--- src/rtl/reset_request_pkg.sv ---
// reset_request_pkg: FSM states and cause bit positions shared by the reset request block
package reset_request_pkg;
  typedef enum logic [1:0] {IDLE, TRIGGER, WAIT_ASSERT, WAIT_RELEASE} state_t;
  localparam int CAUSE_BTN = 0;
  localparam int CAUSE_WDT = 1;
  localparam int CAUSE_SW  = 2;
  localparam int CAUSE_W   = 3;
endpackage

--- src/rtl/reset_debounce.sv ---
// reset_debounce: synchronises the active-low pushbutton and debounces it, flagging each debounced press
module reset_debounce #(
  parameter int WIDTH = 16
) (
  input  logic i_clk,
  input  logic i_rst,
  input  logic i_button_n,
  output logic o_level,
  output logic o_fall
);
  logic [1:0]       r_sync;
  logic             r_level;
  logic [WIDTH-1:0] r_cnt;
  logic             w_diff;
  logic             w_full;
  assign w_diff  = r_sync[1] ^ r_level;
  assign w_full  = &r_cnt;
  assign o_level = r_level;
  // The press is flagged on the cycle the level is about to flip from 1 to 0.
  assign o_fall  = w_diff & w_full & r_level;
  // Two-stage synchroniser, then count how long the synced input has disagreed with the debounced level.
  always_ff @(posedge i_clk or posedge i_rst) begin
    if (i_rst) begin
      r_sync  <= 2'b11;
      r_level <= 1'b1;
      r_cnt   <= '0;
    end else begin
      r_sync <= {r_sync[0], i_button_n};
      if (!w_diff) r_cnt <= '0;
      else if (w_full) begin
        r_level <= r_sync[1];
        r_cnt   <= '0;
      end else r_cnt <= r_cnt + 1'b1;
    end
  end
endmodule

--- src/rtl/reset_request.sv ---
// reset_request: issues one trigger pulse per reset cycle from button/watchdog/software causes; watchdog built only with RESET_REQUEST_WDT_EN
module reset_request
  import reset_request_pkg::*;
#(
  parameter int DB_WIDTH  = 16,
  parameter int WDT_WIDTH = 24
) (
  input  logic               clk_i,
  input  logic               rst_i,
  input  logic               button_ni,
  input  logic               wdt_en_i,
  input  logic               wdt_kick_i,
  input  logic               sw_req_i,
  input  logic               reset_i,
  output logic               trigger_o,
  output logic [CAUSE_W-1:0] cause_o
);
  state_t             r_state;
  logic               r_trigger;
  logic [CAUSE_W-1:0] r_cause;
  logic [CAUSE_W-1:0] w_event;
  logic               w_btn_level;
  logic               w_press;
  logic               w_timeout;
  reset_debounce #(.WIDTH(DB_WIDTH)) u_debounce (
    .i_clk      (clk_i),
    .i_rst      (rst_i),
    .i_button_n (button_ni),
    .o_level    (w_btn_level),
    .o_fall     (w_press)
  );
`ifdef RESET_REQUEST_WDT_EN
  logic [WDT_WIDTH-1:0] r_wdt_cnt;
  logic                 w_wdt_clr;
  logic                 w_unused;
  assign w_unused  = w_btn_level;
  // Counting only makes sense while idle and out of reset with the dog enabled and unkicked.
  assign w_wdt_clr = wdt_kick_i | ~wdt_en_i | reset_i | (r_state != IDLE);
  assign w_timeout = ~w_wdt_clr & (&r_wdt_cnt);
  // Watchdog counter wraps to zero after signalling a timeout.
  always_ff @(posedge clk_i or posedge rst_i) begin
    if (rst_i) r_wdt_cnt <= '0;
    else r_wdt_cnt <= (w_wdt_clr | w_timeout) ? '0 : r_wdt_cnt + 1'b1;
  end
`else
  logic w_unused;
  assign w_unused  = &{1'b0, wdt_en_i, wdt_kick_i, w_btn_level, WDT_WIDTH[0]};
  assign w_timeout = 1'b0;
`endif
  assign w_event[CAUSE_BTN] = w_press;
  assign w_event[CAUSE_WDT] = w_timeout;
  assign w_event[CAUSE_SW]  = sw_req_i;
  assign trigger_o = r_trigger;
  assign cause_o   = r_cause;
  // Request FSM: accept events only in IDLE outside reset, then follow the generator through one reset cycle.
  always_ff @(posedge clk_i or posedge rst_i) begin
    if (rst_i) begin
      r_state   <= IDLE;
      r_trigger <= 1'b0;
      r_cause   <= '0;
    end else begin
      r_trigger <= 1'b0;
      case (r_state)
        IDLE: if ((|w_event) && !reset_i) begin
          r_state   <= TRIGGER;
          r_trigger <= 1'b1;
          r_cause   <= w_event;
        end
        TRIGGER:      r_state <= WAIT_ASSERT;
        WAIT_ASSERT:  if (reset_i) r_state <= WAIT_RELEASE;
        WAIT_RELEASE: if (!reset_i) r_state <= IDLE;
        default:      r_state <= IDLE;
      endcase
    end
  end
endmodule

--- config.mk ---
export PLATFORM = sky130hd
export DESIGN_NAME = reset_request
export DESIGN_NICKNAME = d
export VERILOG_FILES = /design/src/rtl/reset_request_pkg.sv /design/src/rtl/reset_debounce.sv /design/src/rtl/reset_request.sv
export SDC_FILE = /design/constraint.sdc
export NUM_CORES = 1
export LEC_CHECK = 0
export BUFFER_PORTS_ARGS = -buffer_cell sky130_fd_sc_hd__buf_2
export CORE_MARGIN = 5
export CORE_UTILIZATION = 57
export CTS_CLUSTER_DIAMETER = 30
export DETAILED_ROUTE_END_ITERATION = 16
export GPL_TIMING_DRIVEN = 0
export PLACE_DENSITY = 0.83
export SLEW_MARGIN = 20
export SYNTH_ARGS = -nofsm -noshare
export SYNTH_HDL_FRONTEND = slang
export SYNTH_HIERARCHICAL = 1
export SYNTH_SLANG_ARGS = --single-unit
--- constraint.sdc ---
create_clock -name clk_i -period 2.9 [get_ports clk_i]
set_input_delay 0.58 -clock clk_i [delete_from_list [all_inputs] [get_ports clk_i]]
set_output_delay 0.58 -clock clk_i [all_outputs]
set_load 0.02 [all_outputs]
### Word level (Yosys, flattened, before mapping)

Index checks and enable logic that the tools add are counted.

* bits of input ports: 7
* logic and storage cells: 32
* output and inout bits: 4
* flip-flop bits (word level): 24

* bitwise operators: 3
* reductions and logical operators: 8
* $add $sub $neg: 1
* multiplexer cells: 8
* eq/ne operators: 6

Operators by type and width (count)
* $mux W16: 2
* $reduce_and A17 Y1: 1
* $add A16 B1 Y16 const B: 1
* $reduce_and A16 Y1: 1
* $pmux W2 S4: 1
* $mux W2: 3
* $ne A2 B2 Y1 const B: 3
* $eq A2 B2 Y1 const B: 2
* $reduce_and A3 Y1: 1
* $and A1 B1 Y1: 2
* $eq A2 B1 Y1 const B: 1
* $logic_not A2 Y1: 1
* $mux W1: 2
* $reduce_and A2 Y1: 1
* $reduce_or A2 Y1: 1
* $logic_and A1 B1 Y1: 1
* $logic_not A1 Y1: 1
* $xor A1 B1 Y1: 1

### Depth between registers and ports, before layout

Gate-level depths: netlist of run 1.

* word-level depth: 7
* gate-level depth with buffers: 7
* gate-level depth less buffers: 7

### By module

Netlist of run 1, hierarchy kept.

Modules (own cells, without submodules)
* reset_debounce: instances 1, area each 890.9 um^2, seq. area each 479.2 um^2, cells each 84
* reset_request: instances 1, area each 291.5 um^2, seq. area each 125.1 um^2, cells each 26

### Worst setup path before layout of run 1

Ideal clock, no wire load.

* path kind: reg-to-reg
* start: register u_debounce.r_cnt[0]
* end: register r_cause[2], in the netlist cause_o[2]
* setup time: 0.125 ns
* period minus slack after synthesis: 2.451 ns
* path slack: 0.449 ns
* path buffers: 0
* cell stages (with the launch flop): 8
* data arrival time: 2.326 ns
* cell sequence: dfrtp_1 ha_1 nand3_1 or4_4 nor3b_1 nor2_1 nor3b_1 mux2_2

* longest elaborated chain between the ends: 6

RTL lines
* start: declaration: RTL line reset_debounce.sv:13 `logic [WIDTH-1:0] r_cnt;`
* start signal: assignment: RTL line reset_debounce.sv:33 `end else r_cnt <= r_cnt + 1'b1;`
* $reduce_and A16 Y1: RTL line reset_debounce.sv:17 `assign w_full = &r_cnt;`
* $and A1 B1 Y1 (2 in series): RTL line reset_debounce.sv:20 `assign o_fall = w_diff & w_full & r_level;`
* net w_press: RTL line reset_request.sv:23 `logic w_press;`
* $reduce_or A2 Y1: RTL line reset_request.sv:64 `IDLE: if ((|w_event) && !reset_i) begin`
* $logic_and A1 B1 Y1: RTL line reset_request.sv:64
* $reduce_and A2 Y1 (no source line)
* end signal: assignment: RTL line reset_request.sv:67 `r_cause <= w_event;`
* end: declaration: RTL line reset_request.sv:20 `logic [CAUSE_W-1:0] r_cause;`

The timed path passes the listed nets, and every way through them passes these cells.
A chain may end at the register's enable or synchronous reset.

### Final worst setup path of run 1

Ends and elaborated chain as after synthesis.

==> results.py, run 1 <==
metrics = {
    "floorplan": {
        "die_w_um": 55.5,
        "rows": 16,
        "die_h_um": 55.5,
        "die_area_um2": 3090,
        "initial_core_util": 0.603,
        "core_area_um2": 1960,
        "ioPinCount": 11,
    },
    "cts": {
        "worstSkewPairLatency_ns": 0.31,
        "ctsLongestPathBuffers": 2,
        "numCtsBuffers": 3,
        "htreeDepth": 1,
        "clkTransAtPathRegs_ns": 0.13,
        "cts_tree": "done",
        "clock-sinks": 24,
        "cts-root-buf": "clkbuf_4",
    },
    "global_route": {
        "grt_pass1_vias": 768,
        "grt_pass1_wl_um": 3110,
        "grt_max_degree": 20,
        "antenna_found_initial": 0,
        "grt_usage": 0.126,
        "overflow": 0,
    },
    "setup_path": {
        "critPathKind": "flip-flop to flip-flop",
        "arrival_ns": 2.93,
        "reg2reg_depth": 7,
        "r2r_start": "u_debounce/r_cnt[0]",
        "path_max_fanout": 7,
        "worst_r2r_endpoint": "cause_o[2]",
        "cp-start-kind": "flip-flop",
        "crit_start": "u_debounce/r_cnt[0]",
        "required_ns": 3.11,
        "crit_end": "cause_o[2]",
        "endpoint_kind": "flip-flop",
        "r2r_slack_ns": 0.18,
    },
    "power": {
        "clkPwrFrac": 0.303,
        "swShare": 0.260,
        "internal_power_uw": 578,
        "peakVddDrop_mv": 0.407,
        "seq_power_share": 0.490,
        "power_density_nw_per_um2": 597,
        "total_power_uw": 781,
        "leakagePower_uw": 0.000581,
        "pwr-share-comb": 0.207,
        "switchingPower_uw": 203,
    },
    "route": {
        "vias": 781,
        "drt-pass1-iter-count": 4,
        "routed_wl_um": 1850,
        "via_per_inst": 5.28,
        "drc": 0,
        "antenna_left": 0,
        "drt_iter0_markers": 15,
        "post_drt_wl_per_cell_um": 12.5,
    },
    "sta": {
        "clock.fmax_mhz": 367,
        "period_share": 0.939,
        "grt_setup_unrepaired": "false",
        "tns_ns": 0,
        "setup_viol": 0,
        "hold_viol": 0,
        "drv_slew": 0,
        "skew_ns": 0.00504,
        "worst_pin_slew_ns": 0.707,
        "post-route-min-period_ns": 2.72,
        "slew_headroom": 0.528,
    },
    "synth": {
        "synth_area_um2": 1180,
        "ys_seq_area_frac": 0.511,
        "synth.area.top_cells": "dfrtp_1 44%, xnor2_1 10%, nor2_1 7.0%",
        "syn_nets": 122,
        "synthCells": 110,
        "yosysTopAreaCellShare": 0.444,
        "ys_seq_elements": 24,
        "yosys.area.top_type": "dfrtp_1",
        "synth_edf_count": 0,
        "synth.distinct_cells": 26,
        "syn_avg_cell_area_um2": 10.7,
        "ys_warn_count": 6,
        "synthFlopType": "dfrtp_1",
        "ys_async_sr_fraction": 1.00,
    },
    "finish": {
        "area_delta_synth_final_pct": 10.7,
        "drive_gt1_frac": 0.198,
        "finalNetCount": 134,
        "diodes": 0,
        "layout_commonest_cell": "nor2_1",
        "num-fill-cells": 164,
        "final_area_um2": 1310,
        "layout_common_cells": "22 x nor2_1, 21 x dfrtp_1, 14 x xnor2_1",
    },
    "placement": {
        "place_hpwl_um": 1400,
        "post_dp_cell_area_um2": 1250,
        "gp_congestion": 0.769,
        "port_buffers": 7,
    },
    "min_path": {
        "min_path_type": "input pin to async pin",
    },
    "flow_run": {
        "drv_cap": 0,
    },
    "status": {
        "status": "complete, no violations",
    },
}
==> cells by family (layout without fill, tap and decap cells) <==
family,count (synthesis),count (layout),share of synthesized area
buffers and inverters,10,21,0.0413
adder cells (fa/ha/maj),5,5,0.0529
multiplexers,4,4,0.0413
XOR/XNOR,15,15,0.111
AO/OA/AOI/OAI,3,3,0.0212
AND/OR/NAND/NOR,48,48,0.218
flip-flops,24,24,0.511
other,1,1,0.00317
==> through the flow <==
stage | worst slack (ns) | hold WS, ns | instances | util
floorplan | 0.449 | 0.345 | 110 | -
global placement | 0.200 | 0.346 | 144 | 0.638
detailed placement | 0.107 | 0.348 | 144 | 0.638
CTS | 0.0870 | 0.147 | 148 | 0.665
global route | 0.113 | 0.143 | 148 | 0.667
finish | 0.176 | 0.150 | 148 | 0.667
==> power by group through the flow <==
| stage | sequential (µW) | clock (µW) | combinational (µW) |
|---|---|---|---|
| 5_1_grt | 387 | 261 | 182 |
| 2_1_floorplan | 399 | 0 | 113 |
| 3_3_place_gp | 388 | 0 | 151 |
| 6_report | 383 | 237 | 162 |
| 3_5_place_dp | 390 | 0 | 162 |
| 4_1_cts | 384 | 243 | 162 |
==> synth_stat cells (all sizes together), types with 2 or more instances <==
cell	instances
nor2	22
dfrtp	21
xnor2	14
inv	8
ha	5
nand3	5
mux2	4
nand2	4
nand4	4
nor3	4
dfstp	3
nor3b	3
nor4	3
buf	2
==> metal layers <==
metal | vias up | share of wire | track usage
met3 | 2 | 0.038 | 0.0350
met5 | - | 0 | 0
met1 | 382 | 0.45 | 0.142
met4 | 0 | 0.013 | 0.0694
met2 | 10 | 0.50 | 0.213
li1 | 387 | - | -
==> registers in the layout, summed over array words and instances (netlist names) <==
register and count:
r_state 2, u_debounce/o_level 1, u_debounce/r_sync 2, cause_o 2, trigger_o 1, u_debounce/r_cnt 16
==> layout make-up <==
class | instances | area [µm²] | share of cell area
clock inverter | 1 | 30.0 | 0.0229
clock buffer | 3 | 22.5 | 0.0172
timing repair buffer | 7 | 35.0 | 0.0268
buffer | 2 | 18.8 | 0.0143
tap | 27 | 33.8 | 0.0258
sequential | 24 | 604 | 0.462
inverter | 8 | 30.0 | 0.0229
multi-input combinational | 76 | 534 | 0.408
==> what timing repair did <==
action | CTS | global route
resized for setup | 0 | 1
buffers inserted | 0 | 0
setup endpoints to repair | 0 | 2
endpoints found under the hold margin | 0 | 0
hold buffers | 0 | 0
==> critical path, stage by stage (launching register included) <==
cell	delay, ns
dfrtp_1	0.41
ha_1	0.19
nand3_1	0.25
or4_4	0.63
nor3b_1	0.39
nor2_1	0.13
nor3b_2	0.26
mux2_2	0.36
==> worst min path at each step <==
stage / startpoint / end / slack [ns] / cells past startpoint
after floorplan: u_debounce/r_sync[0] / u_debounce/r_sync[1] / 0.35 / 0
after global placement: u_debounce/r_sync[0] / u_debounce/r_sync[1] / 0.35 / 0
after detailed placement: u_debounce/r_sync[0] / u_debounce/r_sync[1] / 0.35 / 0
after CTS: rst_i / trigger_o / 0.15 / 2
after global routing: rst_i / trigger_o / 0.14 / 2
final: rst_i / cause_o[0] / 0.15 / 2
Power figures use the tool's default switching activity.
==> inputs of run 2 (changes only) <==
--- a/config.mk
+++ b/config.mk
@@ -12,7 +12,7 @@
 export DETAILED_ROUTE_END_ITERATION = 16
 export GPL_TIMING_DRIVEN = 0
 export PLACE_DENSITY = 0.83
-export SLEW_MARGIN = 20
+export SETUP_SLACK_MARGIN = 0.2
 export SYNTH_ARGS = -nofsm -noshare
 export SYNTH_HDL_FRONTEND = slang
 export SYNTH_HIERARCHICAL = 1
==> run 2 against run 1 <==
Register-to-register slack improved by 0.16 ns. Total power about the same. Final area increased by 0.38%. First-iteration DRC count decreased by 20%. Via count increased by 0.38%. Sequential power about the same. Worst hold slack improved by 0.00068 ns. Critical endpoint unchanged. Largest cell class unchanged. Fmax increased by 6.1%. Critical path depth unchanged. Die area unchanged. Sequential cell count unchanged. Worst setup slack improved by 0.16 ns.
==> results.py, run 2 (synthesis gave the netlist of run 1 again) <==
metrics = {
    "cts": {
        "cts-root-buf": "clkbuf_4",
        "clkTransAtPathRegs_ns": 0.13,
        "ctsLongestPathBuffers": 2,
        "clock-sinks": 24,
        "worstSkewPairLatency_ns": 0.31,
        "numCtsBuffers": 3,
        "cts_tree": "done",
        "post_cts_buffers": 0,
        "htreeDepth": 1,
    },
    "placement": {
        "gp_congestion": 0.769,
        "place_hpwl_um": 1400,
        "pre_cts_slack_ns": 0.107,
        "dp_cells": 144,
        "port_buffers": 7,
    },
    "sta": {
        "hold_viol": 0,
        "clock.fmax_mhz": 390,
        "final.setup.worst_slack_ns": 0.334,
        "setup_viol": 0,
        "hold_slack_ns": 0.151,
        "drv_slew": 0,
        "period_share": 0.885,
        "worst_pin_slew_ns": 0.707,
        "tns_ns": 0,
        "grt_setup_unrepaired": "false",
        "skew_ns": 0.00453,
        "post-route-min-period_ns": 2.57,
        "slew_headroom": 0.528,
    },
    "setup_path": {
        "endpoint_kind": "flip-flop",
        "path_max_fanout": 7,
        "arrival_ns": 2.77,
        "slowest_stage": "or4_4",
        "cp_top_family": "simple AND/OR/NAND/NOR gates",
        "path_common_cell": "nor3b_2",
        "cpPeakStageDelay_ns": 0.64,
        "required_ns": 3.11,
        "critPathKind": "flip-flop to flip-flop",
        "cp-start-kind": "flip-flop",
        "reg2reg_depth": 7,
        "path_buf_inv": 0,
        "r2r_start": "u_debounce/r_cnt[0]",
        "worst_r2r_endpoint": "cause_o[2]",
        "worstPathCellList": "ha_1, nand3_1, or4_4, nor3b_2, nor2_1, nor3b_2, mux2_2",
        "r2r_slack_ns": 0.33,
    },
    "finish": {
        "max_flop_register": "u_debounce/r_cnt",
        "multi_input_area_um2": 539,
        "layout_commonest_cell": "nor2_1",
        "area_delta_synth_final_pct": 11.1,
        "diodes": 0,
        "final_cells": 148,
        "finalNetCount": 134,
        "num-fill-cells": 163,
        "largest_reg_flops": 16,
        "regArea_um2": 604,
        "drive_gt1_frac": 0.207,
        "layout_common_cells": "22 x nor2_1, 21 x dfrtp_1, 14 x xnor2_1",
    },
    "min_path": {
        "min_path_type": "input pin to async pin",
    },
    "route": {
        "routed_wl_um": 1850,
        "antenna_left": 0,
        "drc": 0,
        "via_per_inst": 5.30,
        "drt-pass1-iter-count": 4,
        "drt_iter0_markers": 12,
        "vias": 784,
        "post_drt_wl_per_cell_um": 12.5,
    },
    "floorplan": {
        "die_h_um": 55.5,
        "die_w_um": 55.5,
        "ioPinCount": 11,
        "die_area_um2": 3090,
        "core_area_um2": 1960,
        "initial_core_util": 0.603,
        "rows": 16,
    },
    "global_route": {
        "antenna_found_initial": 0,
        "grt_pass1_vias": 782,
        "overflow": 0,
        "grt_pass1_wl_um": 3140,
        "grt_usage": 0.127,
        "grt_max_degree": 20,
    },
    "power": {
        "peakVddDrop_mv": 0.407,
        "swShare": 0.260,
        "pwr-share-comb": 0.207,
        "total_power_uw": 781,
        "leakagePower_uw": 0.000581,
        "power_density_nw_per_um2": 595,
        "internal_power_uw": 578,
        "seq_power_share": 0.490,
        "clkPwrFrac": 0.303,
        "switchingPower_uw": 203,
    },
    "status": {
        "status": "complete, no violations",
    },
    "flow_run": {
        "drv_cap": 0,
    },
}
==> run 2: cell types whose count changed in the layout (fill, tap and decap cells not counted) <==
| cell | change |
|---|---|
| nor3b_1 | -1 |
| nor3b_2 | +1 |
==> run 2: how the worst max path moves through the flow <==
| stage | startpoint | endpoint | slack, ns | cells past startpoint |
|---|---|---|---|---|
| 2_1_floorplan | u_debounce/r_cnt[0] | cause_o[2] | 0.45 | 7 |
| 3_5_place_dp | u_debounce/r_cnt[0] | cause_o[2] | 0.11 | 7 |
| 3_3_place_gp | u_debounce/r_cnt[0] | cause_o[2] | 0.20 | 7 |
| 6_report | u_debounce/r_cnt[0] | cause_o[2] | 0.33 | 7 |
| 4_1_cts | u_debounce/r_cnt[0] | cause_o[2] | 0.21 | 7 |
| 5_1_grt | u_debounce/r_cnt[0] | cause_o[2] | 0.25 | 7 |
==> run 2: timing repair <==
item,in CTS,in global routing
gates resized for setup,1,1
hold buffers,0,0
pin swaps,0,0
endpoints found under the setup margin,2,2
==> run 2: layout make-up <==
type | instances | area share
clock buffers | 3 | 0.0171
multi-input cells | 76 | 0.410
plain buffers | 2 | 0.0143
clock inverters | 1 | 0.0229
flip-flops and latches | 24 | 0.460
inverters | 8 | 0.0229
well taps | 27 | 0.0257
repair buffers | 7 | 0.0267
==> run 2: per-stage QoR <==
stage | cell area [µm²] | utilization
final | 1310 | 0.670
after global routing | 1310 | 0.670
after CTS | 1310 | 0.667
after detailed placement | 1250 | 0.638
after global placement | 1250 | 0.638
after floorplan | 1180 | -
==> run 2: power groups by stage <==
| stage | clock network [µW] | registers [µW] | logic, µW |
|---|---|---|---|
| 2_1_floorplan | 0 | 399 | 113 |
| 3_3_place_gp | 0 | 388 | 151 |
| 3_5_place_dp | 0 | 390 | 162 |
| 4_1_cts | 243 | 384 | 164 |
| 5_1_grt | 261 | 388 | 182 |
| 6_report | 237 | 383 | 162 |
==> run 2: metal layers <==
metal  global-route usage  share of wire  vias up
li1                     -              -      386
met1                0.144           0.45      384
met2                0.215           0.50       12
met3               0.0350          0.041        2
met4               0.0729          0.013        0
met5                    0              0        -
